--- config.mk ---
export PLATFORM = sky130hd
export DESIGN_NAME = eviction_buffer
export DESIGN_NICKNAME = d
export VERILOG_FILES = /design/src/rtl/eviction_buffer.sv
export SDC_FILE = /design/constraint.sdc
export NUM_CORES = 1
export LEC_CHECK = 0
export ABC_AREA = 1
export CAP_MARGIN = 20
export CORE_AREA = 2 2 423 425
export CTS_CLUSTER_SIZE = 30
export DETAILED_ROUTE_END_ITERATION = 10
export DIE_AREA = 0 0 425 427
export PLACE_DENSITY = 0.34
export SYNTH_ARGS = -nofsm -noshare
export SYNTH_HDL_FRONTEND = slang
export SYNTH_SLANG_ARGS = --single-unit
--- constraint.sdc ---
create_clock -name clk -period 1.45 [get_ports clk]
set_input_delay 0.29 -clock clk [delete_from_list [all_inputs] [get_ports clk]]
set_output_delay 0.29 -clock clk [all_outputs]
set_load 0.03 [all_outputs]
--- src/rtl/eviction_buffer.sv ---
// Single-entry write-back buffer between a cache's pmem port and physical memory.
// Absorbs one evicted line, serves read hits locally and drains the line while the cache is idle.
`timescale 1ns/1ps

module eviction_buffer #(
    parameter int ADDR_WIDTH  = 32,
    parameter int LINE_WIDTH  = 256,
    parameter int OFFSET_BITS = 5
) (
    input  logic                  clk,
    input  logic                  rst,
    input  logic                  cache_pmem_read,
    input  logic                  cache_pmem_write,
    input  logic [ADDR_WIDTH-1:0] cache_pmem_address,
    input  logic [LINE_WIDTH-1:0] cache_pmem_wdata,
    output logic [LINE_WIDTH-1:0] cache_pmem_rdata,
    output logic                  cache_pmem_resp,
    input  logic                  idle,
    output logic                  mem_read,
    output logic                  mem_write,
    output logic [ADDR_WIDTH-1:0] mem_address,
    output logic [LINE_WIDTH-1:0] mem_wdata,
    input  logic [LINE_WIDTH-1:0] mem_rdata,
    input  logic                  mem_resp
);

    localparam int TAG_WIDTH = ADDR_WIDTH - OFFSET_BITS;

    typedef enum logic [1:0] {
        S_IDLE,
        S_RESP,
        S_RD_MEM,
        S_DRAIN
    } state_e;

    state_e                state_q, state_d;
    logic                  buf_valid_q, buf_valid_d;
    logic [TAG_WIDTH-1:0]  buf_tag_q, buf_tag_d;
    logic [LINE_WIDTH-1:0] buf_data_q, buf_data_d;
    logic [LINE_WIDTH-1:0] rdata_q, rdata_d;

    logic [TAG_WIDTH-1:0]  req_tag;
    logic                  hit;
    logic                  unused_offset;

    assign req_tag       = cache_pmem_address[ADDR_WIDTH-1:OFFSET_BITS];
    assign hit           = buf_valid_q && (req_tag == buf_tag_q);
    assign unused_offset = ^cache_pmem_address[OFFSET_BITS-1:0];

    always_comb begin
        // NOTE: every signal written here gets a default first, so no branch can infer a latch.
        state_d     = state_q;
        buf_valid_d = buf_valid_q;
        buf_tag_d   = buf_tag_q;
        buf_data_d  = buf_data_q;
        rdata_d     = rdata_q;

        case (state_q)
            S_IDLE: begin
                // A read wins over a simultaneous write; a write into a full buffer drains first and retries.
                if (cache_pmem_read) begin
                    if (hit) begin
                        rdata_d = buf_data_q;
                        state_d = S_RESP;
                    end else begin
                        state_d = S_RD_MEM;
                    end
                end else if (cache_pmem_write) begin
                    if (!buf_valid_q) begin
                        buf_valid_d = 1'b1;
                        buf_tag_d   = req_tag;
                        buf_data_d  = cache_pmem_wdata;
                        state_d     = S_RESP;
                    end else begin
                        state_d = S_DRAIN;
                    end
                end else if (buf_valid_q && idle) begin
                    state_d = S_DRAIN;
                end
            end
            S_RESP: begin
                state_d = S_IDLE;
            end
            S_RD_MEM: begin
                if (mem_resp) begin
                    rdata_d = mem_rdata;
                    state_d = S_RESP;
                end
            end
            S_DRAIN: begin
                if (mem_resp) begin
                    buf_valid_d = 1'b0;
                    state_d     = S_IDLE;
                end
            end
            default: begin
                state_d = S_IDLE;
            end
        endcase
    end

    // NOTE: sequential state uses non-blocking assignments so every flop samples pre-edge values.
    always_ff @(posedge clk) begin
        if (rst) begin
            state_q     <= S_IDLE;
            buf_valid_q <= 1'b0;
            buf_tag_q   <= '0;
            // NOTE: the wide line registers are reset on purpose: outputs must read zero after reset.
            buf_data_q  <= '0;
            rdata_q     <= '0;
        end else begin
            state_q     <= state_d;
            buf_valid_q <= buf_valid_d;
            buf_tag_q   <= buf_tag_d;
            buf_data_q  <= buf_data_d;
            rdata_q     <= rdata_d;
        end
    end

    // Handshake strobes come from the state register alone.
    assign cache_pmem_resp  = (state_q == S_RESP);
    assign mem_read         = (state_q == S_RD_MEM);
    assign mem_write        = (state_q == S_DRAIN);
    assign cache_pmem_rdata = rdata_q;
    assign mem_wdata        = buf_data_q;

    always_comb begin
        mem_address = '0;
        case (state_q)
            S_RD_MEM: mem_address = {req_tag, {OFFSET_BITS{1'b0}}};
            S_DRAIN:  mem_address = {buf_tag_q, {OFFSET_BITS{1'b0}}};
            default:  mem_address = '0;
        endcase
    end

endmodule

### Yosys cells after proc, flatten, opt, wreduce, memory -nomap -nowiden

Index checks and enable logic that the tools add are counted.

* bits in registers: 542
* input port bits: 550
* word-level logic and storage cells: 44
* output and inout bits: 547

* equality and inequality tests: 11
* bitwise gates (word level): 2
* multiplexer cells: 17
* reductions and logical operators: 9

Operators with widths (count)
* 256-bit 2-to-1 mux: 3
* 256-bit case mux with 2 select lines: 1
* 32-bit case mux with 2 select lines: 1
* 27-bit == test: 1
* 2-bit 2-to-1 mux: 7
* 4-bit AND reduction: 3
* 2-bit != test (second input constant): 4
* 2-bit case mux with 4 select lines: 1
* 2-bit == test (second input constant): 2
* 2-bit by 1-bit != test with 1-bit output (second input constant): 2
* 4-bit != test (second input constant): 1
* 2-bit nonzero test: 2
* 1-bit 2-to-1 mux: 3
* 3-bit AND reduction: 1
* 2-bit by 1-bit == test with 1-bit output (second input constant): 1
* 1-bit logical AND: 2
* 2-bit zero test: 1
* 1-bit inverter: 2
* 1-bit case mux with 2 select lines: 1

### Longest topological paths before layout

Gate-level depths: netlist (run 1).

* word-level depth: 5
* depth in mapped cells: 16
* gate-level depth less buffers: 14

### Worst setup path before layout (run 1)

OpenSTA, ideal clock, no wires.

* path type: register to output
* start: reg state_q[1]
* end: out mem_address[17]
* cell stages (with the launch flop): 7
* buffers on the path: 2
* required time: 1.160 ns
* path slack: -0.583 ns
* arrival time: 1.743 ns
* cells stage by stage: dfxtp_1 inv_2 nor2_2 clkbuf_1 clkbuf_1 nand2_1 o21ai_0

* word-level cells in the longest chain between the ends: 2
* elaborated cells on any way between the ends: 3
* classes of those cells: 2 x eq/ne; 1 x mux

Ends and longest elaborated chain
* start, declared: line 36 `state_e state_q, state_d;`
* start signal, assigned: line 112 `state_q <= state_d;`
* 2-bit == test
* net mem_read: line 19 `output logic mem_read,`
* 32-bit case mux with 2 select lines: line 129 `case (state_q)`
* end, declared: line 21 `output logic [ADDR_WIDTH-1:0] mem_address,`

The timed path passes the listed nets, and every way through them passes these cells.

### Worst setup path after layout (run 1)

* start: reg state_q[1]
* end: out mem_address[21]

* word-level cells in the longest chain between the ends: 2
* elaborated cells on any way between the ends: 3
* classes of those cells: 2 x eq/ne; 1 x mux

Ends and longest elaborated chain (line)
* 2-bit == test: 129
* 32-bit case mux with 2 select lines *: 129

Mark *: on every way between the ends. The rest lies on a longest branch, timed or not.

==> results of run 1 <==
==> area by class of cell <==
type	instances	area [um^2]	share of cell area
Antenna cell	13	32.5	0.000640
Clock buffer	123	2350	0.0461
Clock inverter	19	245	0.00482
Inverter	335	1290	0.0254
Multi-Input combinational cell	2747	13200	0.260
Sequential cell	542	11000	0.216
Tap cell	2355	2950	0.0579
Timing Repair Buffer	1545	19800	0.389
==> critical path: cells and delay by family (launching register included) <==
kind	cells	cell delay, ps
buffers and inverters	5	620
DFF	1	340
and+or+nand+nor	2	230
AOI/OAI and AO/OA	1	60
==> cell families after synthesis <==
kind of cell,Yosys count,share of synthesized area
other,1,0.000153
buffers and inverters,606,0.103
AOI/OAI and AO/OA,369,0.0766
DFF,542,0.443
xor gates and xnor gates,6,0.00214
and+or+nand+nor,2365,0.376
==> routing by layer <==
metal	up-vias	GRT usage	wire, um
met5	-	0	55
met4	8	0.0543	4100
met3	169	0.0384	8530
met2	710	0.291	83600
met1	13700	0.197	68600
li1	14600	-	-
==> flip-flops by register name, indices dropped and copies added, names as in the netlist <==
| name | count |
|---|---|
| buf_tag_q | 27 |
| buf_valid_q | 1 |
| cache_pmem_rdata | 256 |
| mem_wdata | 256 |
| state_q | 2 |
==> what timing repair did <==
action / CTS / global route
resized for setup: 731 / 614
gates cloned: 12 / 63
hold buffers: 1 / 0
hold endpoints to repair: 10 / 0
pin swaps: 11 / 136
setup endpoints to repair: 1083 / 1084
buffers inserted: 68 / 18
==> through the flow <==
step	cells	area [um^2]	power, mW	util
2_1_floorplan	3893	25000	27.0	-
3_3_place_gp	7366	43400	39.1	0.245
3_5_place_dp	7366	43400	39.1	0.245
4_1_cts	7589	47400	60.8	0.267
5_1_grt	7677	50900	66.2	0.287
6_report	7679	50900	63.1	0.287
==> cells in the final DEF, fill, tap and decap left out, types with 128 or more instances in the layout <==
| master | count |
|---|---|
| nand2_1 | 1333 |
| clkdlybuf4s50_1 | 710 |
| dfxtp_1 | 448 |
| buf_12 | 359 |
| nor2_1 | 358 |
| inv_1 | 303 |
| a21oi_1 | 287 |
| buf_4 | 264 |
| nand3_1 | 247 |
| nand2_2 | 167 |
| nor2_2 | 129 |
| clkbuf_16 | 128 |
==> report_power, final <==
| part | leakage (nW) | internal, mW | switching (mW) | total [mW] |
|---|---|---|---|---|
| Sequential | 4.46 | 16.5 | 1.51 | 18.0 |
| Clock | 1.26 | 11.9 | 8.24 | 20.1 |
| Combinational | 16.3 | 11.8 | 13.2 | 25.0 |
==> how the worst min path moves through the flow <==
stage,depth (start not counted),from,slack [ps],endpoint
3_3_place_gp,2,mem_wdata[185],460,mem_wdata[185]
6_report,3,cache_pmem_wdata[74],170,mem_wdata[74]
3_5_place_dp,2,mem_wdata[249],470,mem_wdata[249]
4_1_cts,3,cache_pmem_wdata[74],80,mem_wdata[74]
5_1_grt,3,cache_pmem_wdata[74],130,mem_wdata[74]
2_1_floorplan,1,mem_resp,400,buf_valid_q
==> metrics.json, run 1 <==
{
  "status": "finished with violations",
  "failing_checks": "negative setup slack",
  "viasPerCell": 3.81,
  "die_area_um2": 181000,
  "path_category_of_the_worst_min_delay_check": "in -> reg",
  "hold_violations_final": 0,
  "synth_top_cells_by_count": "nand2_1 (1,586), dfxtp_1 (542), nor2_1 (527), inv_1 (318), a21oi_1 (287)",
  "synth-seq-area-share": 0.443,
  "num_vias": 29300,
  "cp.required_ps": 1160,
  "max_freq_mhz": 449,
  "clkTransAtPathRegs_ps": 60,
  "initial_core_util": 0.138,
  "start_kind": "flop",
  "fin_worst_skew_ps": 39.1,
  "drc": 0,
  "routedWlPerCell_um": 21.5,
  "post-synth-top-area-fraction": 0.443,
  "slew_viol_final": 0,
  "clock_sinks": 542,
  "crit_path_max_incr_delay_ps": 340,
  "p_leak_nw": 22.0,
  "grt_overflow": 0,
  "final_antenna_net_count": 0,
  "post_route_cells_drive_above_1_share": 0.288,
  "wl_mm": 165,
  "post-synth-top-count-cell": "nand2_1",
  "coreArea_um2": 177000,
  "area_growth_syn_to_layout_pct": 108,
  "timing.critical_path.to_type": "primary output",
  "die_x_um": 425,
  "regToRegSetupSlack_ps": -630,
  "avgSynthCellArea_um2": 6.30,
  "post-route-worst-setup-slack_ps": -778,
  "nets": 5802,
  "commonest_register_cell_after_synthesis": "dfxtp_1",
  "postSynthRegisterBits": 542,
  "synth_enable_flop_cells": 0,
  "clock_tree_from_tritoncts": "yes",
  "fin_worst_hold_slack_ps": 170,
  "crit-reg2reg-launch": "buf_tag_q[1]",
  "period_share": 1.54,
  "synth_cell_type_count": 23,
  "p_per_area_nw_per_um2": 1240,
  "timing.rr.end": "cache_pmem_rdata[232]",
  "asyncSetResetFlopFracSynth": 0,
  "detailedRoute.firstIterationViolations": 1403,
  "totalNegativeSetupSlack_ps": -365080,
  "grt_setup_unrepaired": "true",
  "place.detailed.hpwl_mm": 121,
  "gp_congestion": 0.843,
  "critPathArrivalTime_ps": 1940,
  "clock_tree.buffer_depth": 3,
  "min_period_ps": 2230,
  "n_fill_cell": 19200,
  "clock_insertion_delay_worst_skew_ps": 690,
  "cts.htree.levels": 3,
  "gr-usage-all-layers": 0.165,
  "synth_area_leaders": "dfxtp_1 (44%), nand2_1 (24%), nor2_1 (8.1%)",
  "crit_type": "reg -> out",
  "critical_path.startpoint": "state_q[1]",
  "max_cap_viol_count": 0,
  "synth_cells": 3889,
  "maximum_fanout_count_along_the_critical_path": 13,
  "synth.yosys.warnings": 0,
  "placement_rows": 155,
  "placement.io_buffers": 1086,
  "crit_path_slowest_cell": "dfxtp_2",
  "floorplan.io_pins": 1097,
  "cp_cell_sequence": "inv_2, nor2_4, buf_4, buf_12, buf_12, nand2_1, o21ai_2, buf_6",
  "grt_start_max_net_pins": 51,
  "drt_pass1_iterations": 5,
  "cts_root_buffer": "clkbuf_16",
  "syn_area_um2": 24500,
  "floorplan.die.height_um": 427,
  "dpl_worst_slack_ps": -1200,
  "peakVddDrop_v": 0.000814,
  "antenna_found_initial": 22,
  "setup_viol": 1040,
  "netlist.top_cell.by_area": "dfxtp_1",
  "via_count_of_the_first_global_routing_pass": 28100,
  "grt_pass1_wl_mm": 216,
  "cts_buffers": 81,
  "endpoint": "mem_address[21]",
  "reg2regPathDepth": 16,
  "path_common_cell": "buf_12"
}
Power figures use the tool's default switching activity.
==> run 2: changes to the inputs <==
Settings changed: SKIP_LAST_GASP set to 1.
==> metrics.json, run 2 (synthesis results as in run 1) <==
{
  "status": "finished with violations",
  "failing_checks": "negative setup slack",
  "initial_core_util": {"value": 0.138, "change": "unchanged"},
  "crit_path_max_incr_delay": {"value": 340, "unit": "ps", "change": "about the same"},
  "crit-reg2reg-launch": "buf_tag_q[18]",
  "post_route_non_filler_standard_cell_count": {"value": 7690, "change": "+0.14%"},
  "clock_sinks": {"value": 542, "change": "unchanged"},
  "cts_root_buffer": "clkbuf_16",
  "coreArea": {"value": 177000, "unit": "um^2", "change": "unchanged"},
  "drt_pass1_iterations": {"value": 6, "change": "+1"},
  "cp.required": {"value": 1160, "unit": "ps", "change": "about the same"},
  "n_fill_cell": {"value": 19200, "change": "+0.042%"},
  "setup_viol": {"value": 1038, "change": "-0.19%"},
  "die_x": {"value": 425, "unit": "um", "change": "unchanged"},
  "peakVddDrop": {"value": 0.000820, "unit": "V", "change": "+0.76%"},
  "post-route-worst-setup-slack": {"value": -780, "unit": "ps", "change": "-2.09 ps"},
  "regToRegSetupSlack": {"value": -690, "unit": "ps", "change": "-60 ps"},
  "final_antenna_net_count": {"value": 0, "change": "unchanged"},
  "hold_critical_path_endpoint": "mem_wdata[145]",
  "place.detailed.hpwl": {"value": 121, "unit": "mm", "change": "unchanged"},
  "timing.critical_path.to_type": "primary output",
  "grt_pass1_wl": {"value": 216, "unit": "mm", "change": "about the same"},
  "clock_tree.buffer_depth": {"value": 3, "change": "unchanged"},
  "max_cap_viol_count": {"value": 0, "change": "unchanged"},
  "min_period": {"value": 2230, "unit": "ps", "change": "+2.09 ps"},
  "met2_wirelength": {"value": 83.1, "unit": "mm", "change": "-0.59%"},
  "place_inst": {"value": 7366, "change": "unchanged"},
  "critical_path.n_buffers_inverters": {"value": 5, "change": "unchanged"},
  "cts_buffers": {"value": 81, "change": "unchanged"},
  "final_cell_mix": "nand2_1 (1,390), clkdlybuf4s50_1 (721), dfxtp_1 (459)",
  "viasPerCell": {"value": 3.82, "change": "+0.34%"},
  "drc": {"value": 0, "change": "unchanged"},
  "timing.critical_path.max_delay_family": "buffers and inverters",
  "min-delay-start": "cache_pmem_wdata[145]",
  "clock_tree_from_tritoncts": "yes",
  "p_per_area": {"value": 1240, "unit": "nW/um^2", "change": "about the same"},
  "num_vias": {"value": 29400, "change": "+0.49%"},
  "crit_type": "reg -> out",
  "cp_cell_sequence": "inv_2, nor2_4, buf_4, buf_12, buf_12, nand2_1, o21ai_2, buf_6",
  "nets": {"value": 5813, "change": "+0.19%"},
  "placement_rows": {"value": 155, "change": "unchanged"},
  "grt_overflow": {"value": 0, "change": "unchanged"},
  "max_freq": {"value": 448, "unit": "MHz", "change": "about the same"},
  "uppermost_routed_layer": "met5",
  "dpl_worst_slack": {"value": -1200, "unit": "ps", "change": "unchanged"},
  "p_leak": {"value": 22.0, "unit": "nW", "change": "+0.10%"},
  "via_count_of_the_first_global_routing_pass": {"value": 28100, "change": "-0.014%"},
  "slew_viol_final": {"value": 0, "change": "unchanged"},
  "gp_congestion": {"value": 0.843, "change": "unchanged"},
  "area_growth_syn_to_layout_pct": 107,
  "period_share": {"value": 1.54, "change": "about the same"},
  "clock_insertion_delay_worst_skew": {"value": 690, "unit": "ps", "change": "about the same"},
  "fin_worst_skew": {"value": 38.7, "unit": "ps", "change": "-0.400 ps"},
  "start_kind": "flop",
  "post_route_cells_drive_above_1_share": {"value": 0.272, "change": "-0.0160"},
  "detailedRoute.firstIterationViolations": {"value": 1377, "change": "-1.9%"},
  "cts.htree.levels": {"value": 3, "change": "unchanged"},
  "clkTransAtPathRegs": {"value": 60, "unit": "ps", "change": "about the same"},
  "met1Wirelength": {"value": 67.2, "unit": "mm", "change": "-2.0%"},
  "wl": {"value": 164, "unit": "mm", "change": "-0.72%"},
  "critPathArrivalTime": {"value": 1940, "unit": "ps", "change": "about the same"},
  "path_category_of_the_worst_min_delay_check": "in -> reg",
  "antenna_found_initial": {"value": 22, "change": "unchanged"},
  "placement.io_buffers": {"value": 1086, "change": "unchanged"},
  "reg2regPathDepth": {"value": 17, "change": "+1"},
  "path_common_cell": "buf_12",
  "timing.rr.end": "cache_pmem_rdata[50]",
  "wl_met3": {"value": 9.09, "unit": "mm", "change": "+6.5%"},
  "grt_start_max_net_pins": {"value": 51, "change": "unchanged"},
  "gr-usage-all-layers": {"value": 0.165, "change": "about the same"},
  "floorplan.die.height": {"value": 427, "unit": "um", "change": "unchanged"},
  "layout_commonest_cell": "nand2_1",
  "floorplan.io_pins": {"value": 1097, "change": "unchanged"},
  "grt_setup_unrepaired": "true",
  "number_of_instances_on_the_worst_hold_path": {"value": 3, "change": "unchanged"},
  "maximum_fanout_count_along_the_critical_path": {"value": 13, "change": "unchanged"},
  "routedWlPerCell": {"value": 21.3, "unit": "um", "change": "-0.86%"},
  "crit_path_slowest_cell": "dfxtp_2",
  "hold_violations_final": {"value": 0, "change": "unchanged"},
  "die_area": {"value": 181000, "unit": "um^2", "change": "unchanged"}
}
run 2: cell count changes in the layout (fill, tap and decap cells not counted), moves of 3 or more:
cell,before,now
buf_12,359,366
buf_4,264,268
buf_6,115,107
clkbuf_16,128,125
clkdlybuf4s50_1,710,721
dfxtp_1,448,459
dfxtp_2,90,79
nand2_1,1333,1390
nand2_2,167,122
nand2_4,84,73
nor2_1,358,374
nor2_2,129,114
run 2: worst reg2reg max path, delay by kind of cell (launching register included):
family,cells,cell delay (ps)
buffers and inverters,5,710
DFF,1,310
and+or+nand+nor,12,1080
run 2: what timing repair did:
item / in CTS / in global routing
endpoints found under the setup margin: 1083 / 1084
setup buffers: 68 / 35
hold buffers: 1 / 0
hold endpoints to repair: 10 / 0
gates cloned: 12 / 59
resized for setup: 620 / 557
pin swaps: 11 / 136
run 2: cell type report:
| cell class | instances | area [um^2] | area share |
|---|---|---|---|
| Antenna cell | 13 | 32.5 | 0.000642 |
| Multi-Input combinational cell | 2747 | 13000 | 0.256 |
| Clock inverter | 19 | 245 | 0.00484 |
| Clock buffer | 123 | 2350 | 0.0463 |
| Tap cell | 2355 | 2950 | 0.0581 |
| Inverter | 335 | 1290 | 0.0255 |
| Sequential cell | 542 | 11000 | 0.216 |
| Timing Repair Buffer | 1556 | 19900 | 0.392 |
run 2: where the power goes:
part,leakage [nW],switching [mW],total [mW],internal (mW)
registers,4.46,1.50,18.0,16.5
logic,16.3,13.0,24.8,11.7
clock network,1.26,8.23,20.1,11.9
run 2: worst max-delay path by stage:
stage	slack [ps]	from	end	cells past startpoint
4_1_cts	-920	state_q[1]	mem_address[12]	7
2_1_floorplan	-130	buf_tag_q[10]	cache_pmem_rdata[244]	14
3_3_place_gp	-1180	cache_pmem_address[20]	cache_pmem_rdata[221]	16
3_5_place_dp	-1200	cache_pmem_address[19]	cache_pmem_rdata[221]	14
5_1_grt	-890	state_q[1]	mem_address[21]	8
6_report	-780	state_q[1]	mem_address[21]	8
run 2: layer usage:
layer,GRT usage,vias to the layer above
li1,-,14700
met1,0.197,13800
met2,0.291,770
met3,0.0385,179
met4,0.0543,8
met5,0,-
run 2: metrics by stage:
step           total power [mW]  instance area [um^2]  TNS [ps]  hold WS, ps  utilization
4_1_cts                    60.8                 47300   -440920         75.5        0.267
2_1_floorplan              27.0                 25000    -43830          401            -
3_3_place_gp               39.1                 43400   -425850          463        0.245
3_5_place_dp               39.1                 43400   -424230          465        0.245
5_1_grt                    66.0                 50700   -506490          132        0.286
6_report                   62.9                 50700   -389300          170        0.286
==> run 3: changes to the inputs <==
Settings changed: PLACE_DENSITY 0.34 to not set, PLACE_DENSITY_LB_ADDON set to 0.15, RECOVER_POWER set to 25.
==> metrics.json, run 3 (synthesis results as in run 1) <==
{
  "status": "finished with violations",
  "failing_checks": "negative setup slack",
  "crit-reg2reg-launch": "buf_tag_q[2]",
  "placement_rows": {"value": 155, "change": "unchanged"},
  "drt_pass1_iterations": {"value": 5, "change": "-1"},
  "p_per_area": {"value": 1230, "unit": "nW/um^2", "change": "-0.95%"},
  "critical_path.n_buffers_inverters": {"value": 5, "change": "unchanged"},
  "regArea": {"value": 11200, "unit": "um^2", "change": "+2.0%"},
  "max_freq": {"value": 436, "unit": "MHz", "change": "-2.8%"},
  "p_leak": {"value": 22.8, "unit": "nW", "change": "+3.7%"},
  "place.detailed.hpwl": {"value": 119, "unit": "mm", "change": "-1.9%"},
  "critPathArrivalTime": {"value": 2000, "unit": "ps", "change": "+60 ps"},
  "clock_tree_from_tritoncts": "yes",
  "n_fill_cell": {"value": 19200, "change": "-0.016%"},
  "cts_root_buffer": "clkbuf_16",
  "peakVddDrop": {"value": 0.000897, "unit": "V", "change": "+9.4%"},
  "gp_congestion": {"value": 0.871, "change": "+3.3%"},
  "routedWlPerCell": {"value": 21.0, "unit": "um", "change": "-1.2%"},
  "clock_sinks": {"value": 542, "change": "unchanged"},
  "min_period": {"value": 2290, "unit": "ps", "change": "+64.9 ps"},
  "crit_path_slowest_cell": "dfxtp_2",
  "grt_pass1_wl": {"value": 219, "unit": "mm", "change": "+1.3%"},
  "path_common_cell": "buf_12",
  "cp.required": {"value": 1160, "unit": "ps", "change": "about the same"},
  "gr-usage-all-layers": {"value": 0.168, "change": "+0.00239"},
  "cts.htree.levels": {"value": 3, "change": "unchanged"},
  "via_count_of_the_first_global_routing_pass": {"value": 28700, "change": "+2.3%"},
  "start_kind": "flop",
  "multi_input_comb_area": {"value": 12900, "unit": "um^2", "change": "-0.91%"},
  "crit_type": "reg -> out",
  "die_area": {"value": 181000, "unit": "um^2", "change": "unchanged"},
  "grt_overflow": {"value": 0, "change": "unchanged"},
  "grt_start_max_net_pins": {"value": 59, "change": "+16%"},
  "setup_viol": {"value": 884, "change": "-15%"},
  "worst_pin_slew_ps": 628,
  "final_antenna_net_count": {"value": 0, "change": "unchanged"},
  "num_vias": {"value": 29400, "change": "-0.19%"},
  "final_core_utilization": {"value": 0.290, "change": "+0.00423"},
  "nets": {"value": 5873, "change": "+1.0%"},
  "clock_insertion_delay_worst_skew": {"value": 700, "unit": "ps", "change": "about the same"},
  "cp_cell_sequence": "inv_2, nor2_4, inv_8, buf_12, buf_12, o22ai_4, buf_12",
  "layout_commonest_cell": "nand2_1",
  "viasPerCell": {"value": 3.79, "change": "-1.0%"},
  "detailedRoute.firstIterationViolations": {"value": 1363, "change": "-1.0%"},
  "cts_buffers": {"value": 81, "change": "unchanged"},
  "coreArea": {"value": 177000, "unit": "um^2", "change": "unchanged"},
  "grt_setup_unrepaired": "true",
  "critical_path.startpoint": "state_q[1]",
  "fin_worst_skew": {"value": 43.2, "unit": "ps", "change": "+4.54 ps"},
  "antenna_found_initial": {"value": 23, "change": "+4.5%"},
  "final_cell_mix": "nand2_1 (1,413), clkdlybuf4s50_1 (544), nor2_1 (382)",
  "slew_viol_final": {"value": 0, "change": "unchanged"},
  "crit_path_max_incr_delay": {"value": 330, "unit": "ps", "change": "about the same"},
  "floorplan.io_pins": {"value": 1097, "change": "unchanged"},
  "die_x": {"value": 425, "unit": "um", "change": "unchanged"},
  "maximum_fanout_count_along_the_critical_path": {"value": 6, "change": "-7"},
  "max_cap_viol_count": {"value": 0, "change": "unchanged"},
  "area_growth_syn_to_layout_pct": 110,
  "drc": {"value": 0, "change": "unchanged"},
  "clkTransAtPathRegs": {"value": 60, "unit": "ps", "change": "about the same"},
  "timing.critical_path.max_delay_family": "buffers and inverters",
  "clock_tree.buffer_depth": {"value": 3, "change": "unchanged"},
  "period_share": {"value": 1.58, "change": "+0.0448"},
  "floorplan.die.height": {"value": 427, "unit": "um", "change": "unchanged"},
  "initial_core_util": {"value": 0.138, "change": "unchanged"},
  "wl": {"value": 163, "unit": "mm", "change": "-0.40%"},
  "path_category_of_the_worst_min_delay_check": "in -> reg",
  "fin_total_pwr": {"value": 63.2, "unit": "mW", "change": "+0.52%"},
  "placement.io_buffers": {"value": 1086, "change": "unchanged"},
  "post_route_cells_drive_above_1_share": {"value": 0.338, "change": "+0.0655"},
  "timing.critical_path.to_type": "primary output",
  "hold_violations_final": {"value": 0, "change": "unchanged"},
  "post-route-worst-setup-slack": {"value": -845, "unit": "ps", "change": "-64.9 ps"},
  "min-delay-start": "cache_pmem_wdata[65]",
  "maxSlewHeadroom": 0.577
}
[run 3: where the power goes]
group	internal (mW)	leakage [nW]	total, mW	switching (mW)
Clock	11.7	1.26	20.0	8.34
Combinational	11.9	17.1	25.0	13.1
Sequential	16.6	4.53	18.2	1.57
Total	40.2	22.8	63.2	23.0
[run 3: worst min-delay path: cells and delay by family]
family	cells	cell delay, ps
buffers and inverters	1	390
AND/OR/NAND/NOR	1	80
AO/OA/AOI/OAI	1	60
[run 3: worst paths after layout]
check	slack, ps	endpoint	depth (start not counted)
setup / recovery	-840	mem_address[10]	7
hold / removal	160	mem_wdata[65]	3
setup reg to reg	-720	cache_pmem_rdata[250]	14
hold reg to reg	470	mem_wdata[251]	2
[run 3: layout make-up]
type	instances	area share
repair buffers	1618	0.399
multi-input cells	2745	0.250
flip-flops and latches	542	0.217
well taps	2355	0.0573
clock buffers	121	0.0443
inverters	335	0.0248
clock inverters	25	0.00647
diodes	13	0.000632
[run 3: what timing repair did]
action,CTS,global route
gates resized for setup,2034,497
endpoints found under the setup margin,1083,1084
cloned,34,32
pin swaps,12,124
setup buffers,144,37
hold buffers,1,0
hold endpoints to repair,1,0
[run 3: through the flow]
stage / cells / hold slack, ps / area, um^2 / worst slack (ps) / setup TNS (ps)
final: 7754 / 155 / 51400 / -845 / -277380
after global placement: 7360 / 452 / 43200 / -1120 / -410310
after floorplan: 3893 / 401 / 25000 / -131 / -43830
after global routing: 7752 / 98.8 / 51400 / -972 / -392470
after CTS: 7684 / 74.0 / 49000 / -969 / -347140
after detailed placement: 7360 / 459 / 43200 / -1130 / -408870
[run 3: routing by layer]
layer	vias to the layer above	share of wire	global-route usage
met5	-	0.00034	0
met4	8	0.025	0.0444
met3	186	0.057	0.0423
met2	757	0.51	0.301
met1	13600	0.40	0.197
li1	14800	-	-
